--- config.mk ---
export PLATFORM = sky130hd
export DESIGN_NAME = wb_initiator_flat
export DESIGN_NICKNAME = d
export VERILOG_FILES = /design/src/rtl/wb_initiator_if.sv /design/src/rtl/wb_initiator.sv /design/src/flat_wrapper.sv
export SDC_FILE = /design/constraint.sdc
export NUM_CORES = 1
export LEC_CHECK = 0
export CORE_UTILIZATION = 44
export DETAILED_ROUTE_END_ITERATION = 8
export PLACE_DENSITY = 0.81
export SLEW_MARGIN = 20
export SYNTH_ARGS = -nofsm -noshare
export SYNTH_HDL_FRONTEND = slang
export SYNTH_SLANG_ARGS = --single-unit
export TNS_END_PERCENT = 10
--- constraint.sdc ---
create_clock -name wb_clk_i -period 2.41 [get_ports wb_clk_i]
set_clock_uncertainty 0.05 [all_clocks]
set_input_delay 0.3615 -clock wb_clk_i [delete_from_list [all_inputs] [get_ports wb_clk_i]]
set_output_delay 0.3615 -clock wb_clk_i [all_outputs]
set_load 0.01 [all_outputs]
--- src/rtl/wb_initiator_if.sv ---
// wb_initiator_if: Wishbone initiator bus bundle.
// Ports: wbm_cyc_o/wbm_stb_o/wbm_we_o/wbm_adr_o/wbm_dat_o/wbm_sel_o driven by the initiator,
//        wbm_dat_i/wbm_ack_i driven by the responder.
interface wb_initiator_if;
    logic        wbm_cyc_o;
    logic        wbm_stb_o;
    logic        wbm_we_o;
    logic [31:0] wbm_adr_o;
    logic [31:0] wbm_dat_o;
    logic [3:0]  wbm_sel_o;
    logic [31:0] wbm_dat_i;
    logic        wbm_ack_i;

    modport master (
        output wbm_cyc_o, wbm_stb_o, wbm_we_o, wbm_adr_o, wbm_dat_o, wbm_sel_o,
        input  wbm_dat_i, wbm_ack_i
    );

    modport slave (
        input  wbm_cyc_o, wbm_stb_o, wbm_we_o, wbm_adr_o, wbm_dat_o, wbm_sel_o,
        output wbm_dat_i, wbm_ack_i
    );
endinterface

--- src/rtl/wb_initiator.sv ---
// wb_initiator: Wishbone burst initiator turning one command into 1..16 single beats.
// Ports: wb_clk_i/wb_rst_ni clock and async active-low reset;
//        cmd_* command request (valid/ready, we, adr, dat, sel, len = beats-1);
//        rsp_* one-cycle response per beat (dat, err = timeout, last);
//        wbm   Wishbone master bus bundle.
module wb_initiator #(
    parameter int unsigned TIMEOUT = 16
) (
    input  logic        wb_clk_i,
    input  logic        wb_rst_ni,
    input  logic        cmd_valid,
    output logic        cmd_ready,
    input  logic        cmd_we,
    input  logic [31:0] cmd_adr,
    input  logic [31:0] cmd_dat,
    input  logic [3:0]  cmd_sel,
    input  logic [3:0]  cmd_len,
    output logic        rsp_valid,
    output logic [31:0] rsp_dat,
    output logic        rsp_err,
    output logic        rsp_last,
    wb_initiator_if.master wbm
);
    typedef enum logic [1:0] {IDLE, STROBE, GAP} state_t;

    localparam logic [7:0] WAIT_MAX = 8'(TIMEOUT - 1);

    state_t      state_q, state_d;
    logic        cmd_ready_q, cmd_ready_d;
    logic        cyc_q, cyc_d;
    logic        stb_q, stb_d;
    logic        we_q, we_d;
    logic [31:0] adr_q, adr_d;
    logic [31:0] dat_q, dat_d;
    logic [3:0]  sel_q, sel_d;
    logic [3:0]  beats_q, beats_d;
    logic [7:0]  wait_q, wait_d;
    logic        rsp_valid_q, rsp_valid_d;
    logic [31:0] rsp_dat_q, rsp_dat_d;
    logic        rsp_err_q, rsp_err_d;
    logic        rsp_last_q, rsp_last_d;

    // beats_q holds the number of beats still to run after the current one.
    always_comb begin
        state_d     = state_q;
        cyc_d       = cyc_q;
        stb_d       = stb_q;
        we_d        = we_q;
        adr_d       = adr_q;
        dat_d       = dat_q;
        sel_d       = sel_q;
        beats_d     = beats_q;
        wait_d      = wait_q;
        rsp_valid_d = 1'b0;
        rsp_dat_d   = 32'd0;
        rsp_err_d   = 1'b0;
        rsp_last_d  = 1'b0;
        unique case (state_q)
            IDLE: begin
                if (cmd_valid && cmd_ready_q) begin
                    state_d = STROBE;
                    cyc_d   = 1'b1;
                    stb_d   = 1'b1;
                    we_d    = cmd_we;
                    adr_d   = cmd_adr;
                    dat_d   = cmd_dat;
                    sel_d   = cmd_sel;
                    beats_d = cmd_len;
                    wait_d  = 8'd0;
                end
            end
            STROBE: begin
                if (wbm.wbm_ack_i) begin
                    stb_d       = 1'b0;
                    rsp_valid_d = 1'b1;
                    rsp_dat_d   = we_q ? 32'd0 : wbm.wbm_dat_i;
                    if (beats_q == 4'd0) begin
                        rsp_last_d = 1'b1;
                        cyc_d      = 1'b0;
                        state_d    = IDLE;
                    end else begin
                        beats_d = beats_q - 4'd1;
                        adr_d   = adr_q + 32'd4;
                        state_d = GAP;
                    end
                end else if (wait_q == WAIT_MAX) begin
                    cyc_d       = 1'b0;
                    stb_d       = 1'b0;
                    rsp_valid_d = 1'b1;
                    rsp_err_d   = 1'b1;
                    rsp_last_d  = 1'b1;
                    state_d     = IDLE;
                end else begin
                    wait_d = wait_q + 8'd1;
                end
            end
            GAP: begin
                stb_d   = 1'b1;
                wait_d  = 8'd0;
                state_d = STROBE;
            end
            default: begin
                cyc_d   = 1'b0;
                stb_d   = 1'b0;
                state_d = IDLE;
            end
        endcase
        cmd_ready_d = (state_d == IDLE);
    end

    always_ff @(posedge wb_clk_i or negedge wb_rst_ni) begin
        if (!wb_rst_ni) begin
            state_q     <= IDLE;
            cmd_ready_q <= 1'b0;
            cyc_q       <= 1'b0;
            stb_q       <= 1'b0;
            we_q        <= 1'b0;
            adr_q       <= 32'd0;
            dat_q       <= 32'd0;
            sel_q       <= 4'd0;
            beats_q     <= 4'd0;
            wait_q      <= 8'd0;
            rsp_valid_q <= 1'b0;
            rsp_dat_q   <= 32'd0;
            rsp_err_q   <= 1'b0;
            rsp_last_q  <= 1'b0;
        end else begin
            state_q     <= state_d;
            cmd_ready_q <= cmd_ready_d;
            cyc_q       <= cyc_d;
            stb_q       <= stb_d;
            we_q        <= we_d;
            adr_q       <= adr_d;
            dat_q       <= dat_d;
            sel_q       <= sel_d;
            beats_q     <= beats_d;
            wait_q      <= wait_d;
            rsp_valid_q <= rsp_valid_d;
            rsp_dat_q   <= rsp_dat_d;
            rsp_err_q   <= rsp_err_d;
            rsp_last_q  <= rsp_last_d;
        end
    end

    assign cmd_ready     = cmd_ready_q;
    assign rsp_valid     = rsp_valid_q;
    assign rsp_dat       = rsp_dat_q;
    assign rsp_err       = rsp_err_q;
    assign rsp_last      = rsp_last_q;
    assign wbm.wbm_cyc_o = cyc_q;
    assign wbm.wbm_stb_o = stb_q;
    assign wbm.wbm_we_o  = we_q;
    assign wbm.wbm_adr_o = adr_q;
    assign wbm.wbm_dat_o = dat_q;
    assign wbm.wbm_sel_o = sel_q;
endmodule
--- src/flat_wrapper.sv ---
// flat-port wrapper written by rule: the top's interface ports become plain ports
module wb_initiator_flat 
#(
    parameter int unsigned TIMEOUT = 16
)
  (wb_clk_i, wb_rst_ni, cmd_valid, cmd_ready, cmd_we, cmd_adr, cmd_dat, cmd_sel, cmd_len, rsp_valid, rsp_dat, rsp_err, rsp_last, wbm_wbm_cyc_o, wbm_wbm_stb_o, wbm_wbm_we_o, wbm_wbm_adr_o, wbm_wbm_dat_o, wbm_wbm_sel_o, wbm_wbm_dat_i, wbm_wbm_ack_i);
  wb_initiator_if wbm_i ();
  input  logic wb_clk_i;
  input  logic wb_rst_ni;
  input  logic cmd_valid;
  output logic cmd_ready;
  input  logic cmd_we;
  input  logic [31:0] cmd_adr;
  input  logic [31:0] cmd_dat;
  input  logic [3:0] cmd_sel;
  input  logic [3:0] cmd_len;
  output logic rsp_valid;
  output logic [31:0] rsp_dat;
  output logic rsp_err;
  output logic rsp_last;
  output wire logic [$bits(wbm_i.wbm_cyc_o)-1:0] wbm_wbm_cyc_o;
  output wire logic [$bits(wbm_i.wbm_stb_o)-1:0] wbm_wbm_stb_o;
  output wire logic [$bits(wbm_i.wbm_we_o)-1:0] wbm_wbm_we_o;
  output wire logic [$bits(wbm_i.wbm_adr_o)-1:0] wbm_wbm_adr_o;
  output wire logic [$bits(wbm_i.wbm_dat_o)-1:0] wbm_wbm_dat_o;
  output wire logic [$bits(wbm_i.wbm_sel_o)-1:0] wbm_wbm_sel_o;
  input wire logic [$bits(wbm_i.wbm_dat_i)-1:0] wbm_wbm_dat_i;
  input wire logic [$bits(wbm_i.wbm_ack_i)-1:0] wbm_wbm_ack_i;
  assign wbm_wbm_cyc_o = wbm_i.wbm_cyc_o;
  assign wbm_wbm_stb_o = wbm_i.wbm_stb_o;
  assign wbm_wbm_we_o = wbm_i.wbm_we_o;
  assign wbm_wbm_adr_o = wbm_i.wbm_adr_o;
  assign wbm_wbm_dat_o = wbm_i.wbm_dat_o;
  assign wbm_wbm_sel_o = wbm_i.wbm_sel_o;
  assign wbm_i.wbm_dat_i = wbm_wbm_dat_i;
  assign wbm_i.wbm_ack_i = wbm_wbm_ack_i;
  wb_initiator #(.TIMEOUT(TIMEOUT)) u_core (.wb_clk_i(wb_clk_i), .wb_rst_ni(wb_rst_ni), .cmd_valid(cmd_valid), .cmd_ready(cmd_ready), .cmd_we(cmd_we), .cmd_adr(cmd_adr), .cmd_dat(cmd_dat), .cmd_sel(cmd_sel), .cmd_len(cmd_len), .rsp_valid(rsp_valid), .rsp_dat(rsp_dat), .rsp_err(rsp_err), .rsp_last(rsp_last), .wbm(wbm_i));
endmodule
Word-level counts from Yosys, hierarchy flattened

Cells that the tools add are included.

Equal/unequal tests: 10
Mux-type cells: 35
$add $sub $neg: 3
Order comparisons: 0
Reduce and logical (&&, ||, !) cells: 11
$mul: 0
Divide/modulo/power cells: 0
Shift operators: 0
Bitwise logic cells: 1

Operators by type and width:

| operator                | number |
|---|---|
| $mux W32                | 6 |
| $pmux W32 S2            | 1 |
| $add A32 B3 Y32 const B | 1 |
| $mux W8                 | 3 |
| $pmux W8 S3             | 1 |
| $mux W1                 | 13 |
| $mux W4                 | 3 |
| $reduce_and A4 Y1       | 3 |
| $add A8 B1 Y8 const B   | 1 |
| $eq A8 B4 Y1 const B    | 1 |
| $mux W2                 | 4 |
| $ne A2 B2 Y1 const B    | 4 |
| $pmux W4 S2             | 1 |
| $ne A3 B2 Y1 const B    | 2 |
| $pmux W1 S3             | 2 |
| $pmux W2 S3             | 1 |
| $logic_not A2 Y1        | 2 |
| $logic_not A4 Y1        | 1 |
| $reduce_and A2 Y1       | 2 |
| $sub A4 B1 Y4 const B   | 1 |
| $reduce_bool A3 Y1      | 1 |
| $eq A2 B1 Y1 const B    | 1 |
| $eq A2 B2 Y1 const B    | 1 |
| $ne A2 B1 Y1 const B    | 1 |
| other kinds (3)         | 3 |

Bits in registers: 121
Bits in latches: 0
Logic and storage cells: 74
Memories kept: 0
Memory bits (read-only): 0
Memory bits (writable): 0

Logic depth before layout (Yosys ltp)

Gate-level depths: netlist of the first run.

Depth in word-level cells: 5
Gate-level depth with buffers: 9

Worst setup path after synthesis of the first run

Ideal clock, no wire load.

Kind: reg2reg
From: reg u_core.beats_q[0]
To: reg u_core.adr_q[17], in the netlist u_core.wbm.wbm_adr_o[17]
Data arrival time: 1.722 ns
Period minus slack after synthesis: 1.891 ns
Buffers on the path: 2
Stages on the path, launching flop included: 9
Path slack: 0.519 ns
Setup time: 0.119 ns
Path through: dfrtp_1 inv_1 ha_1 or3b_1 clkbuf_1 o22ai_4 buf_4 a21oi_1 o21a_1

Longest elaborated chain between the ends: 3

RTL lines:

| what                               | line                | RTL |
|---|---|---|
| from (decl)                        | wb_initiator.sv:36  | `logic [3:0] beats_q, beats_d;` |
| from (signal assigned)             | wb_initiator.sv:136 | `beats_q <= beats_d;` |
| $logic_not A4 Y1                   | wb_initiator.sv:77  | `if (beats_q == 4'd0) begin` |
| $ne A2 B2 Y1 (no source line)      | --                  |  |
| $reduce_and A4 Y1 (no source line) | --                  |  |
| to (signal assigned)               | wb_initiator.sv:133 | `adr_q <= adr_d;` |
| to (decl)                          | wb_initiator.sv:33  | `logic [31:0] adr_q, adr_d;` |

No other way between the ends.
A chain may end at the register's enable or synchronous reset.

Final worst setup path of the first run

From: reg u_core.beats_q[0]
To: reg u_core.adr_q[21], in the netlist u_core.wbm.wbm_adr_o[21]

Same word-level chain as after synthesis.

==> results.py, run 1 <==
metrics = {
    "sta": {
        "tightest_slew_ns": 0.899,
        "fmax_ghz": 0.451,
        "hold_viol_final": 0,
        "period_minus_slack_ns": 2.22,
        "relSlewSlack_pct": 39.9,
        "timing.setup.tns_ns": 0,
        "fin_ws_ns": 0.193,
        "rsz0062_at_grt": "false",
        "finalCritPeriodShare_pct": 92.0,
        "maxSlewViolCount": 0,
        "setup_viol": 0,
    },
    "synth": {
        "ys_types": 59,
        "synth_top_area_share_pct": 56.3,
        "netlist_top_cells_area": "dfrtp_1, nand2_1, and2_1, a21oi_1, o21ai_0",
        "synth_warnings": 0,
        "ys.flop_type": "dfrtp_1",
        "ys_ff_latch": 121,
        "synth-edff-count": 0,
        "synthesis.nets": 675,
        "ys_seq_area_share_pct": 56.3,
        "yosys.area.top_type": "dfrtp_1",
        "syn_area_sq_um": 5380,
        "syn-instance-count": 563,
        "synth.avg_cell_area_sq_um": 9.55,
        "ys_async_sr_fraction_pct": 100,
    },
    "clocking": {
        "insertion_delay_ns": 0.41,
        "numCtsBuffers": 17,
        "ctsRootBufferMaster": "clkbuf_16",
        "cts_max_path_buffers": 2,
        "postCtsSetupRepairBufs": 0,
        "htreeDepth": 4,
        "clk_pin_slew_ns": 0.05,
        "clock-sinks": 121,
        "cts_tree": "built",
    },
    "worst_setup_path": {
        "worstPathCellList": "inv_1 -> ha_1 -> or3b_1 -> o22ai_4 -> buf_4 -> a21oi_1 -> o22a_1",
        "crit_buf_inv": 2,
        "critPathCaptureType": "register",
        "critical_path.top_delay_family": "compound AO/OA/AOI/OAI gates",
        "slowest_stage": "or3b_1",
        "rrSetupSlack_ns": 0.19,
        "crit_type": "reg2reg",
        "start_kind": "register",
        "startpoint": "u_core.beats_q[0]",
        "r2r_end": "u_core.wbm.wbm_adr_o[21]",
        "reg2reg_from": "u_core.beats_q[0]",
        "endpoint": "u_core.wbm.wbm_adr_o[21]",
        "cp_num_cells": 7,
        "cp.arrival_ns": 2.47,
        "reg2reg_depth": 7,
        "max_stage_delay_ns": 0.50,
        "cp.required_ns": 2.66,
        "path_max_fanout": 10,
    },
    "placement": {
        "portBuffers": 215,
        "place_congestion": 0.892,
        "dp_hpwl_um": 11200,
        "dpl_worst_slack_ns": 0.180,
    },
    "global_routing": {
        "grt_usage_pct": 26.2,
        "grt_max_degree": 56,
        "grt_first_pass_wirelength_um": 25800,
        "antenna_found_initial": 0,
        "first_global_vias": 5145,
        "grt-ovfl-total": 0,
    },
    "min_path": {
        "hold_path.class": "reg2reg",
    },
    "floorplanning": {
        "chipHeight_um": 113,
        "start_util_pct": 44.9,
        "core-area_sq_um": 12000,
        "ioPinCount": 216,
        "rows": 40,
        "die_w_um": 113,
        "die_area_sq_um": 12700,
    },
    "power": {
        "p_leak_nw": 3.74,
        "peakVddDrop_mv": 0.514,
        "power_density_nw_per_um2": 1260,
    },
    "cells_and_area": {
        "diodes": 0,
        "nNetsFinal": 896,
        "area.growth.synth_to_final_pct": 56.2,
        "drive_gt1_share_pct": 8.79,
        "most-common-layout-cells": "clkdlybuf4s50_1, nand2_1, dfrtp_1",
        "final_common_cell": "clkdlybuf4s50_1",
    },
    "routing": {
        "wirelength_um": 16000,
        "vias": 5087,
        "drtIter0Drc": 481,
        "antenna_left": 0,
        "drc": 0,
        "vias_per_cell": 5.39,
        "wl_per_cell_um": 16.9,
        "drt-pass1-iter-count": 5,
    },
    "flow_run": {
        "cap_violations": 0,
    },
    "run_status": {
        "status": "complete, no violations",
    },
}
[per-stage QoR]
stage	total power (W)	hold WS [ns]	cell area, sq um	utilization (%)	cells
2_1_floorplan	0.00556	0.0159	5380	-	563
3_3_place_gp	0.00764	0.334	7750	64.8	911
3_5_place_dp	0.00783	0.340	7750	64.8	911
4_1_cts	0.0106	0.419	8400	70.2	943
5_1_grt	0.0112	0.428	8400	70.2	943
6_report	0.0106	0.421	8400	70.2	943
[where the power goes]
group	total, W	leakage, nW	internal [W]	switching [W]
clock network	0.00273	0.312	0.00186	0.000875
registers	0.00344	1.53	0.00277	0.000664
logic	0.00442	1.90	0.00218	0.00224
[area by class of cell]
| class | count | area [sq um] |
|---|---|---|
| Inverter | 6 | 22.5 |
| Clock inverter | 7 | 138 |
| Clock buffer | 24 | 502 |
| Fill cell | 850 | 3570 |
| Tap cell | 147 | 184 |
| Sequential cell | 121 | 3030 |
| Multi-Input combinational cell | 403 | 2210 |
| Timing Repair Buffer | 235 | 2310 |
[routing by layer]
layer	vias up	global-route usage, %	part of all wire (%)
met4	0	10.8	1.9
met2	241	43.0	49
li1	2370	-	-
met5	-	0	0
met3	27	9.34	9.5
met1	2449	31.3	39
[synthesized netlist by cell type (4+ instances only)]
master / number
a21oi_1: 37
clkbuf_1: 18
nand3_1: 18
and2_1: 34
xor2_1: 6
nor2_1: 34
dfrtp_1: 121
buf_2: 8
o22ai_1: 8
and3_1: 8
nand4_1: 10
a2bb2oi_1: 10
a311oi_1: 4
inv_1: 6
nor3_1: 5
nand2_1: 145
o21ai_0: 29
buf_1: 5
[sequential cells by signal (all words and copies together), names as in the netlist, 2 cells and up]
name                  flops
u_core.rsp_dat           32
u_core.state_q            2
u_core.beats_q            4
u_core.wbm.wbm_adr_o     32
u_core.wbm.wbm_dat_o     32
u_core.wait_q             8
u_core.wbm.wbm_sel_o      4
[cell families after synthesis]
logic type | after synthesis | synth area share [%]
adders and majority gates | 3 | 0.698
DFF | 121 | 56.3
muxes | 3 | 0.582
buffers and inverters | 39 | 3.12
AOI/OAI and AO/OA | 110 | 13.1
and+or+nand+nor | 281 | 25.3
xor gates and xnor gates | 6 | 0.977
[timing repair]
| item | CTS | global route |
|---|---|---|
| resized for setup | 0 | 0 |
| hold buffers | 1 | 0 |
| hold endpoints to repair | 39 | 0 |
[worst register-to-register path, delay by kind of cell (launching register included)]
family	cells	cell delay, ns
flops	1	0.41
simple gates	1	0.50
buf+inv	2	0.33
fa+ha+maj	1	0.21
compound gates	3	0.62
[how the worst min path moves through the flow]
stage,from,endpoint,slack [ns],depth (start not counted)
2_1_floorplan,wb_rst_ni,u_core.beats_q[0],0.02,0
3_3_place_gp,wb_rst_ni,u_core.wbm.wbm_adr_o[8],0.33,1
3_5_place_dp,wb_rst_ni,u_core.wbm.wbm_adr_o[9],0.34,1
4_1_cts,cmd_adr[0],u_core.wbm.wbm_adr_o[0],0.42,3
5_1_grt,cmd_dat[30],u_core.wbm.wbm_dat_o[30],0.43,3
6_report,u_core.wbm.wbm_dat_o[13],u_core.wbm.wbm_dat_o[13],0.42,2
Note: power is estimated with default switching activity, not from simulation.
==> run 2, diff against run 1 <==
Settings changed: CTS_BUF_LIST set to sky130_fd_sc_hd__clkbuf_16.
==> run 2 against run 1 <==
Effect of this change:
- register-to-register slack hardly changed
- non-clock buffer count stayed put
- final cell count stayed put
- routed wire length is 1.8% lower
- setup slack worse by 0.015 ns
- combinational power hardly changed
- clock power is 6% lower
- global-route usage is 0.35 points lower
- sequential power hardly changed
- critical path depth stayed put
- total power is 1.9% lower
- critical path type unchanged
- critical endpoint unchanged
- highest routed layer unchanged
==> results.py, run 2 (synthesis results as in run 1) <==
metrics = {
    "cells_and_area": {
        "final_common_cell": "clkdlybuf4s50_1",
        "final.fill_count": 860,
        "nNetsFinal": 896,
        "most-common-layout-cells": "clkdlybuf4s50_1, nand2_1, dfrtp_1",
        "drive_gt1_share_pct": 8.17,
        "area.growth.synth_to_final_pct": 55.2,
        "seqCellArea_sq_um": 3030,
        "diodes": 0,
        "multi_input_area_sq_um": 2210,
    },
    "sta": {
        "period_minus_slack_ns": 2.23,
        "tightest_slew_ns": 0.768,
        "finalCritPeriodShare_pct": 92.6,
        "holdWs_ns": 0.425,
        "setup_viol": 0,
        "rsz0062_at_grt": "false",
        "hold_viol_final": 0,
        "maxSlewViolCount": 0,
        "timing.setup.tns_ns": 0,
        "relSlewSlack_pct": 48.6,
        "fmax_ghz": 0.448,
        "fin_ws_ns": 0.178,
    },
    "global_routing": {
        "grt_usage_pct": 25.8,
        "first_global_vias": 5131,
        "grt_first_pass_wirelength_um": 25500,
        "grt-ovfl-total": 0,
        "grt_max_degree": 56,
        "antenna_found_initial": 0,
    },
    "clocking": {
        "postCtsSetupRepairBufs": 0,
        "htreeDepth": 4,
        "insertion_delay_ns": 0.41,
        "cts_resized": 0,
        "ctsRootBufferMaster": "clkbuf_16",
        "clk_pin_slew_ns": 0.05,
        "clock-sinks": 121,
        "numCtsBuffers": 17,
        "cts_tree": "built",
        "cts_max_path_buffers": 2,
    },
    "worst_setup_path": {
        "path_max_fanout": 10,
        "cp.required_ns": 2.65,
        "crit_buf_inv": 2,
        "critical_path.top_delay_family": "compound AO/OA/AOI/OAI gates",
        "slowest_stage": "or3b_1",
        "critPathCaptureType": "register",
        "worstPathCellList": "inv_1 -> ha_1 -> or3b_1 -> o22ai_4 -> buf_4 -> a21oi_1 -> o22a_1",
        "start_kind": "register",
        "cp.arrival_ns": 2.47,
        "crit_type": "reg2reg",
        "max_stage_delay_ns": 0.51,
    },
    "routing": {
        "drt-met1-wl_um": 6080,
        "drtIter0Drc": 507,
        "vias": 5064,
        "wl_met3_um": 1500,
        "drt-pass1-iter-count": 4,
        "wl_met2_um": 7710,
        "vias_per_cell": 5.37,
        "wirelength_um": 15700,
        "drc": 0,
        "antenna_left": 0,
        "wl_per_cell_um": 16.6,
        "top_layer_used": "met4",
    },
    "power": {
        "p_seq_share_pct": 33.1,
        "p_int_w": 0.00664,
        "peakVddDrop_mv": 0.514,
        "p_sw_w": 0.00374,
        "power_frac_comb_pct": 42.3,
        "p_sw_share_pct": 36.0,
        "power_density_nw_per_um2": 1240,
        "p_leak_nw": 3.72,
        "power.total_w": 0.0104,
        "clkPwrFrac_pct": 24.6,
    },
    "placement": {
        "portBuffers": 215,
        "dpl_worst_slack_ns": 0.180,
        "dp_hpwl_um": 11200,
        "place_congestion": 0.892,
    },
    "floorplanning": {
        "start_util_pct": 44.9,
        "rows": 40,
        "chipHeight_um": 113,
        "die_area_sq_um": 12700,
        "die_w_um": 113,
        "ioPinCount": 216,
        "core-area_sq_um": 12000,
    },
    "min_path": {
        "hold_path.class": "reg2reg",
    },
    "run_status": {
        "status": "complete, no violations",
    },
    "flow_run": {
        "cap_violations": 0,
    },
}
## run 2: cell types whose count changed in the layout (fill, tap and decap cells not counted), sizes merged
cell,before,now
inv,6,8
clkinv,2,7
clkbuf,24,17
## run 2: path summary, 6_finish.rpt
path,startpoint,to,slack [ns],depth (start not counted)
worst max-delay path,u_core.beats_q[0],u_core.wbm.wbm_adr_o[21],0.18,7
max in group asynchronous,wb_rst_ni,u_core.wbm.wbm_dat_o[8],1.10,3
worst min-delay path,u_core.wbm.wbm_dat_o[13],u_core.wbm.wbm_dat_o[13],0.42,2
worst max register to register,u_core.beats_q[0],u_core.wbm.wbm_adr_o[21],0.18,7
worst min register to register,u_core.wbm.wbm_dat_o[13],u_core.wbm.wbm_dat_o[13],0.42,2
min in group asynchronous,wb_rst_ni,u_core.wbm.wbm_adr_o[9],0.44,2
## run 2: cell type report
class,count,share of cell area [%]
Clock buffer,17,5.10
Clock inverter,14,1.96
Inverter,6,0.270
Multi-Input combinational cell,403,26.4
Sequential cell,121,36.3
Tap cell,147,2.20
Timing Repair Buffer,235,27.7
## run 2: per-stage QoR
stage               utilization (%)  std cells  cell area, sq um
floorplan                         -        563              5380
global placement               64.8        911              7750
detailed placement             64.8        911              7750
CTS                            69.8        943              8350
global route                   69.8        943              8350
finish                         69.8        943              8350
## run 2: per-layer routing
layer  vias to the layer above  global-route usage, %
met2                       235                   42.1
met3                        30                   8.91
met5                         -                      0
li1                       2371                      -
met1                      2428                   30.9
met4                         0                   11.6
## run 2: worst reg2reg max path, delay by kind of cell, from the launching register on
family,cells,cell delay [ns]
compound gates,3,0.63
fa+ha+maj,1,0.21
buf+inv,2,0.32
flops,1,0.40
simple gates,1,0.51
## run 2: power groups by stage
stage | Clock, W | Sequential [W] | Combinational [W]
global route | 0.00270 | 0.00354 | 0.00479
detailed placement | 0 | 0.00344 | 0.00439
global placement | 0 | 0.00340 | 0.00424
finish | 0.00256 | 0.00344 | 0.00440
CTS | 0.00258 | 0.00343 | 0.00442
floorplan | 0 | 0.00362 | 0.00194
## run 2: what timing repair did
| action | in CTS | in global routing |
|---|---|---|
| hold buffers | 1 | 0 |
| endpoints found under the setup margin | 0 | 0 |
| hold endpoints to repair | 39 | 0 |
